--- config.mk ---
export PLATFORM = sky130hd
export DESIGN_NAME = hazard_scoreboard_flat
export DESIGN_NICKNAME = d
export VERILOG_FILES = /design/src/rtl/hazard_scoreboard_if.sv /design/src/rtl/hazard_scoreboard.sv /design/src/flat_wrapper.sv
export SDC_FILE = /design/constraint.sdc
export NUM_CORES = 1
export LEC_CHECK = 0
export BUFFER_PORTS_ARGS = -buffer_cell sky130_fd_sc_hd__buf_2
export CAP_MARGIN = 25
export CORE_MARGIN = 1
export CORE_UTILIZATION = 48
export DETAILED_ROUTE_END_ITERATION = 8
export MAX_ROUTING_LAYER = met4
export PLACE_DENSITY = 0.8
export RECOVER_POWER = 50
export SETUP_SLACK_MARGIN = 0.02
export SKIP_CTS_REPAIR_TIMING = 1
export SLEW_MARGIN = 20
export SYNTH_ARGS = -nofsm -noshare
export SYNTH_HDL_FRONTEND = slang
export SYNTH_SLANG_ARGS = --single-unit
export TNS_END_PERCENT = 1
--- constraint.sdc ---
create_clock -name clk -period 2.8 [get_ports clk]
set_input_delay 0.14 -clock clk [delete_from_list [all_inputs] [get_ports clk]]
set_output_delay 0.14 -clock clk [all_outputs]
set_load 0.1 [all_outputs]
--- src/rtl/hazard_scoreboard_if.sv ---
// Decode-stage hazard scoreboard bundle: instruction fields from ID, stall/issue/forward results back.
// master = decode stage driving the instruction, slave = scoreboard.
interface hazard_scoreboard_if #(
   parameter int ADDR_W = 5,
   parameter int LAT_W  = 2,
   parameter int SEL_W  = 2
);
   logic              id_valid;
   logic [ADDR_W-1:0] id_rs_addr;
   logic              id_rs_used;
   logic [ADDR_W-1:0] id_rt_addr;
   logic              id_rt_used;
   logic              id_we;
   logic [ADDR_W-1:0] id_wr_addr;
   logic [LAT_W-1:0]  id_lat;
   logic              id_flush;

   logic              stall;
   logic              issue;
   logic [SEL_W-1:0]  fwd_rs_sel;
   logic [SEL_W-1:0]  fwd_rt_sel;
   logic [31:0]       stall_count;

   // An instruction leaves ID on a cycle where issue=1; stall=1 means ID must hold the same
   // instruction and present it again next cycle. flush kills it without stalling.
   modport master (
      output id_valid, id_rs_addr, id_rs_used, id_rt_addr, id_rt_used,
             id_we, id_wr_addr, id_lat, id_flush,
      input  stall, issue, fwd_rs_sel, fwd_rt_sel, stall_count
   );

   modport slave (
      input  id_valid, id_rs_addr, id_rs_used, id_rt_addr, id_rt_used,
             id_we, id_wr_addr, id_lat, id_flush,
      output stall, issue, fwd_rs_sel, fwd_rt_sel, stall_count
   );
endinterface

--- src/rtl/hazard_scoreboard.sv ---
// In-flight register-write scoreboard: one write record per post-decode stage, producing decode
// stall and operand forward selects. Optional stall counter enabled by macro HAZARD_SB_STATS_EN.
module hazard_scoreboard #(
   parameter int ADDR_W = 5,
   parameter int DEPTH  = 3,
   parameter int LAT_W  = 2,
   parameter int SEL_W  = 2
) (
   input logic                clk,
   input logic                rst_n,
   hazard_scoreboard_if.slave sb
);

   localparam logic [LAT_W-1:0] LAT_MAX = LAT_W'(DEPTH - 1);

   logic [DEPTH:1]    slot_valid;
   logic [ADDR_W-1:0] slot_addr [1:DEPTH];
   logic [LAT_W-1:0]  slot_cnt  [1:DEPTH];

   logic [LAT_W-1:0]  lat_clamped;
   logic              rs_hazard;
   logic              rt_hazard;
   logic [SEL_W-1:0]  rs_sel;
   logic [SEL_W-1:0]  rt_sel;
   logic              stall_int;
   logic              issue_int;
   logic              record_new;

   // Clamping keeps every record forwardable by slot DEPTH at the latest.
   always_comb begin
      lat_clamped = sb.id_lat;
      if (sb.id_lat > LAT_MAX) lat_clamped = LAT_MAX;
   end

   // Scan oldest to youngest so the youngest matching slot is the last one written.
   always_comb begin
      rs_hazard = 1'b0;
      rs_sel    = '0;
      rt_hazard = 1'b0;
      rt_sel    = '0;
      for (int k = DEPTH; k >= 1; k--) begin
         if (slot_valid[k] && sb.id_rs_used && (sb.id_rs_addr != '0) &&
             (slot_addr[k] == sb.id_rs_addr)) begin
            rs_hazard = (slot_cnt[k] != '0);
            rs_sel    = (slot_cnt[k] == '0) ? SEL_W'(k) : '0;
         end
         if (slot_valid[k] && sb.id_rt_used && (sb.id_rt_addr != '0) &&
             (slot_addr[k] == sb.id_rt_addr)) begin
            rt_hazard = (slot_cnt[k] != '0);
            rt_sel    = (slot_cnt[k] == '0) ? SEL_W'(k) : '0;
         end
      end
   end

   always_comb begin
      stall_int  = sb.id_valid & ~sb.id_flush & (rs_hazard | rt_hazard);
      issue_int  = rst_n & sb.id_valid & ~sb.id_flush & ~stall_int;
      record_new = issue_int & sb.id_we & (sb.id_wr_addr != '0);
   end

   // Records march one slot per clock; the count of cycles until forwardable runs down with them.
   always_ff @(posedge clk or negedge rst_n) begin
      if (!rst_n) begin
         slot_valid <= '0;
         for (int k = 1; k <= DEPTH; k++) begin
            slot_addr[k] <= '0;
            slot_cnt[k]  <= '0;
         end
      end else begin
         for (int k = DEPTH; k >= 2; k--) begin
            slot_valid[k] <= slot_valid[k-1];
            slot_addr[k]  <= slot_addr[k-1];
            slot_cnt[k]   <= (slot_cnt[k-1] == '0) ? '0 : slot_cnt[k-1] - LAT_W'(1);
         end
         slot_valid[1] <= record_new;
         slot_addr[1]  <= record_new ? sb.id_wr_addr : '0;
         slot_cnt[1]   <= record_new ? lat_clamped : '0;
      end
   end

   assign sb.stall      = stall_int;
   assign sb.issue      = issue_int;
   assign sb.fwd_rs_sel = rs_sel;
   assign sb.fwd_rt_sel = rt_sel;

`ifdef HAZARD_SB_STATS_EN
   logic [31:0] stall_cnt_q;

   always_ff @(posedge clk or negedge rst_n) begin
      if (!rst_n) begin
         stall_cnt_q <= '0;
      end else if (stall_int && (stall_cnt_q != 32'hFFFF_FFFF)) begin
         stall_cnt_q <= stall_cnt_q + 32'd1;
      end
   end

   assign sb.stall_count = stall_cnt_q;
`else
   assign sb.stall_count = 32'd0;
`endif

endmodule

--- src/flat_wrapper.sv ---
// flat-port wrapper written by rule: the top's interface ports become plain ports
module hazard_scoreboard_flat 
#(
   parameter int ADDR_W = 5,
   parameter int DEPTH  = 3,
   parameter int LAT_W  = 2,
   parameter int SEL_W  = 2
)
  (clk, rst_n, sb_id_valid, sb_id_rs_addr, sb_id_rs_used, sb_id_rt_addr, sb_id_rt_used, sb_id_we, sb_id_wr_addr, sb_id_lat, sb_id_flush, sb_stall, sb_issue, sb_fwd_rs_sel, sb_fwd_rt_sel, sb_stall_count);
  hazard_scoreboard_if #(.ADDR_W(ADDR_W), .LAT_W(LAT_W), .SEL_W(SEL_W)) sb_i ();
  input logic clk;
  input logic rst_n;
  input wire logic [$bits(sb_i.id_valid)-1:0] sb_id_valid;
  input wire logic [$bits(sb_i.id_rs_addr)-1:0] sb_id_rs_addr;
  input wire logic [$bits(sb_i.id_rs_used)-1:0] sb_id_rs_used;
  input wire logic [$bits(sb_i.id_rt_addr)-1:0] sb_id_rt_addr;
  input wire logic [$bits(sb_i.id_rt_used)-1:0] sb_id_rt_used;
  input wire logic [$bits(sb_i.id_we)-1:0] sb_id_we;
  input wire logic [$bits(sb_i.id_wr_addr)-1:0] sb_id_wr_addr;
  input wire logic [$bits(sb_i.id_lat)-1:0] sb_id_lat;
  input wire logic [$bits(sb_i.id_flush)-1:0] sb_id_flush;
  output wire logic [$bits(sb_i.stall)-1:0] sb_stall;
  output wire logic [$bits(sb_i.issue)-1:0] sb_issue;
  output wire logic [$bits(sb_i.fwd_rs_sel)-1:0] sb_fwd_rs_sel;
  output wire logic [$bits(sb_i.fwd_rt_sel)-1:0] sb_fwd_rt_sel;
  output wire logic [$bits(sb_i.stall_count)-1:0] sb_stall_count;
  assign sb_i.id_valid = sb_id_valid;
  assign sb_i.id_rs_addr = sb_id_rs_addr;
  assign sb_i.id_rs_used = sb_id_rs_used;
  assign sb_i.id_rt_addr = sb_id_rt_addr;
  assign sb_i.id_rt_used = sb_id_rt_used;
  assign sb_i.id_we = sb_id_we;
  assign sb_i.id_wr_addr = sb_id_wr_addr;
  assign sb_i.id_lat = sb_id_lat;
  assign sb_i.id_flush = sb_id_flush;
  assign sb_stall = sb_i.stall;
  assign sb_issue = sb_i.issue;
  assign sb_fwd_rs_sel = sb_i.fwd_rs_sel;
  assign sb_fwd_rt_sel = sb_i.fwd_rt_sel;
  assign sb_stall_count = sb_i.stall_count;
  hazard_scoreboard #(.ADDR_W(ADDR_W), .DEPTH(DEPTH), .LAT_W(LAT_W), .SEL_W(SEL_W)) u_core (.clk(clk), .rst_n(rst_n), .sb(sb_i));
endmodule
[Word-level counts from Yosys, hierarchy flattened]
Cells that the tools add are included.
Storage, ports and cells
  register bits: 24
  input port bits: 24
  output and inout bits: 38
  word-level logic and storage cells: 73
Cells by class
  add/subtract/negate cells: 2
  $lt $le $gt $ge: 1
  equal/unequal tests: 6
  multiplexer cells: 20
  bitwise logic cells: 10
  reductions and logical operators: 27
Operators with widths (count)
  == test 5 bit: 6
  2-to-1 mux 2 bit: 12
  logical AND 1 bit: 18
  nonzero test 5 bit: 3
  AND 1 bit: 7
  2-to-1 mux 1 bit: 7
  zero test 2 bit: 3
  nonzero test 2 bit: 3
  2-to-1 mux 5 bit: 1
  subtractor 2 x 1 -> 2 bit (second input constant): 2
  greater-than comparator 2 bit (second input constant): 1
  NOT 1 bit: 2
  bitwise OR 1 bit: 1

[Logic depth before layout (Yosys ltp)]
  depth in word-level cells: 13
  mapped depth: 6
  mapped depth without buffers: 6

[Worst setup path after synthesis]
No wires, ideal clock.
  path type: reg2out
  from: register u_core.slot_addr[12] (netlist name)
  to: output sb_issue
  arrival: 2887 ps
  required time: 2660 ps
  path slack: -227 ps
  cell stages (with the launch flop): 7
  buffers on the path: 0
  path through: dfrtp_1 xnor2_1 nand4_1 or3_2 nor3_1 o22ai_4 nor2_1
Between the ends
  longest elaborated chain between the ends: 7
  elaborated cells on any way between the ends: 10
  those cells by class: eq/ne: 2; mux: 2; bitwise: 4; reduce/logical: 2
Ends and longest elaborated chain
  start, declared: RTL line hazard_scoreboard.sv:17  | logic [ADDR_W-1:0] slot_addr [1:DEPTH];
  start signal, assigned by index: RTL line hazard_scoreboard.sv:72  | slot_addr[k] <= slot_addr[k-1];
  == test 5 bit (on tied branches): RTL line hazard_scoreboard.sv:43, hazard_scoreboard.sv:48
  logical AND 1 bit (on tied branches): RTL line hazard_scoreboard.sv:42, hazard_scoreboard.sv:47
  2-to-1 mux 1 bit (on tied branches): RTL line hazard_scoreboard.sv:42, hazard_scoreboard.sv:47
  bitwise OR 1 bit (*): RTL line hazard_scoreboard.sv:56  | stall_int = sb.id_valid & ~sb.id_flush & (rs_hazard | rt_hazard);
  AND 1 bit (*): RTL line hazard_scoreboard.sv:56
  NOT 1 bit (*): RTL line hazard_scoreboard.sv:57  | issue_int = rst_n & sb.id_valid & ~sb.id_flush & ~stall_int;
  AND 1 bit (*): RTL line hazard_scoreboard.sv:57
  end, declared: RTL line flat_wrapper.sv:23  | output wire logic [$bits(sb_i.issue)-1:0] sb_issue;
Every way passes the cells marked *; elsewhere a longest branch is shown, timed or not.

[Final worst setup path]
  from: register u_core.slot_addr[5] (netlist name)
  to: output sb_issue
Between the ends
  longest elaborated chain between the ends: 8
  elaborated cells on any way between the ends: 12
  those cells by class: eq/ne: 2; mux: 4; bitwise: 4; reduce/logical: 2
Ends and longest elaborated chain (RTL line)
  == test 5 bit (on tied branches): hazard_scoreboard.sv:43, hazard_scoreboard.sv:48
  logical AND 1 bit (on tied branches): hazard_scoreboard.sv:42, hazard_scoreboard.sv:47
  2-to-1 mux 1 bit (on tied branches) (2 in series): hazard_scoreboard.sv:42, hazard_scoreboard.sv:47
  bitwise OR 1 bit (*): hazard_scoreboard.sv:56
  AND 1 bit (*): hazard_scoreboard.sv:56
  NOT 1 bit (*): hazard_scoreboard.sv:57
  AND 1 bit (*): hazard_scoreboard.sv:57
Marks and branches as above.

==> impl_metrics.yaml <==
run_status:
  outcome: "complete, no violations"
setup_path:
  r2r_start: "u_core.slot_addr[5]"
  critical_path_required_ns: 2.66
  critical_path_class: "flip-flop to output port"
  critical_path.endpoint: "sb_issue"
  rrSetupSlack_ns: 0.50
  path_max_fanout: 6
  start_kind: "flip-flop"
  r2r_cells: 7
  reg2reg_to: "u_core.slot_cnt[4]"
  cp-end-kind: "output port"
  crit_path_start: "u_core.slot_addr[5]"
  arrival_ns: 2.49
sta:
  skew_ns: 0.00207
  hold_viol: 0
  post-route-min-period_ns: 2.63
  grt_setup_unrepaired: "false"
  min_period_over_period_pct: 93.8
  setup_violations: 0
  slew_violations: 0
  fmax_mhz: 381
  relSlewSlack_pct: 17.7
  worst_slew_pin_slew_ns: 1.23
  hold_ws_ns: 0.0576
global_routing:
  grt_start_max_net_pins: 25
  grtUsageTotal_pct: 18.5
  first_global_vias: 1024
  grt_pass1_wl_mm: 4.49
  overflow: 0
  antenna_found_initial: 0
drt:
  ant_nets: 0
  wirelength_mm: 2.96
  dr.pass1.iters: 4
  wl_per_cell_um: 12.4
  drc: 0
  vias_per_cell: 4.79
  drtIter0Drc: 20
  vias: 1139
clock_network:
  cts_tree: "built"
  cts_inserted_buffers: 3
  cts_sinks: 24
  clock-root-buffer: "clkbuf_4"
  clock_path_buffers: 2
  clk-insertion-delay-late_ns: 0.30
  path_clk_slew_ns: 0.12
  cts_max_level: 1
final_layout:
  drive_gt1_share_pct: 27.8
  area_growth_pct: 11.6
  final_util_pct: 57.1
  instances_no_fill: 238
  final_nets: 220
  final_cell_mix: "32 x conb_1, 27 x xnor2_1, 26 x buf_2"
  mostFrequentLayoutCell: "conb_1"
  diodes: 0
yosys:
  synth.yosys.seq_area_share_pct: 38.2
  synth-warning-count: 0
  ys_types: 33
  synth-main-ff-cell: "dfrtp_1"
  syn_avg_cell_area_sq_um: 10.0
  synthArstFlopShare_pct: 100
  synth_edf_count: 0
  synth_cells: 157
  syn_area_sq_mm: 0.00157
  synth-seq-cells: 24
placed_design:
  dp_hpwl_mm: 2.35
  port_buffers: 29
  placed_cells: 229
  gp_congestion: 0.863
floorplan:
  num_io_pins: 62
  initial_core_util_pct: 51.1
  fp-row-count: 20
  die_x_um: 59.3
  die_height_um: 59.3
  core_sq_mm: 0.00308
  die-area_sq_mm: 0.00351
power:
  finalPower_uw: 775
  powerDensity_mw_per_mm2: 441
  ir_worst_vdd_v: 0.000213
  leakage_nw: 0.794
job:
  cap_violations: 0
hold_path:
  hp-start: "sb_id_wr_addr[2]"
  min_path_type: "input pin to flip-flop"
-- how the worst min path moves through the flow --
| stage | slack (ns) | to | cells past startpoint |
|---|---|---|---|
| after floorplan | -0.16 | u_core.slot_addr[0] | 0 |
| after global placement | 0.21 | u_core.slot_addr[0] | 2 |
| after detailed placement | 0.21 | u_core.slot_addr[3] | 2 |
| after CTS | -0.13 | u_core.slot_addr[3] | 2 |
| after global routing | 0.05 | u_core.slot_addr[14] | 3 |
| final | 0.06 | u_core.slot_addr[12] | 3 |
-- per-layer routing --
metal	global-route usage [%]	wire [um]
met1	24.6	1320
met2	27.8	1430
met3	2.18	147
met4	9.18	57
met5	-	0
-- layout make-up --
type                    instances  area (sq um)
inverters                       1          3.75
clock buffers                   3          22.5
repair buffers                 36           200
fillers                       302          1320
multi-input cells             130           875
flip-flops and latches         24           601
well taps                      44          55.1
-- metrics by stage --
step           setup TNS, ns  setup slack (ns)  instance area [sq um]
3_5_place_dp               0             0.329                   1650
6_report                   0             0.174                   1760
2_1_floorplan              0            0.0485                   1690
5_1_grt                    0            0.0350                   1760
4_1_cts             -0.00528          -0.00528                   1670
3_3_place_gp               0             0.348                   1650
-- flip-flops by register name, indices dropped and copies added (netlist names) --
| signal | flops |
|---|---|
| u_core.slot_addr | 15 |
| u_core.slot_cnt | 6 |
| u_core.slot_valid | 3 |
-- logic make-up after synthesis --
logic type / synth area share [%]
AND/OR/NAND/NOR: 22.4
buffers and inverters: 16.2
XOR/XNOR: 16.7
flip-flops: 38.2
AO/OA/AOI/OAI: 6.28
other: 0.238
-- cells in the mapped netlist (2+ instances only) --
master / n / share of area, %
dfrtp_1: 24 / 38
nor4_1: 4 / 1.6
nor3_1: 10 / 3.2
nand3_1: 3 / 0.95
buf_4: 32 / 15
xor2_1: 3 / 1.7
nand3b_1: 2 / 0.95
nor2b_1: 2 / 0.79
or3_2: 2 / 0.95
nand4_1: 6 / 2.4
and2_1: 2 / 0.79
xnor2_1: 27 / 15
nand2_1: 11 / 2.6
o21ai_2: 2 / 1.1
or4_1: 3 / 1.4
nor2_1: 7 / 1.7
-- critical path: stages (launching register included) --
cell      delay (ns)
dfrtp_1         0.45
xnor2_1         0.16
nand4_1         0.16
or3_4           0.43
a311oi_4        0.37
o22ai_4         0.16
nor2_2          0.12
clkbuf_4        0.34
-- report_power, final --
| part | total [mW] | internal, mW | switching, mW | leakage [nW] |
|---|---|---|---|---|
| Sequential | 0.357 | 0.352 | 0.00547 | 0.333 |
| Clock | 0.143 | 0.0501 | 0.0924 | 0.0138 |
| Combinational | 0.275 | 0.0377 | 0.237 | 0.448 |
| Total | 0.775 | 0.440 | 0.335 | 0.794 |
Note: power is estimated with default switching activity, not from simulation.
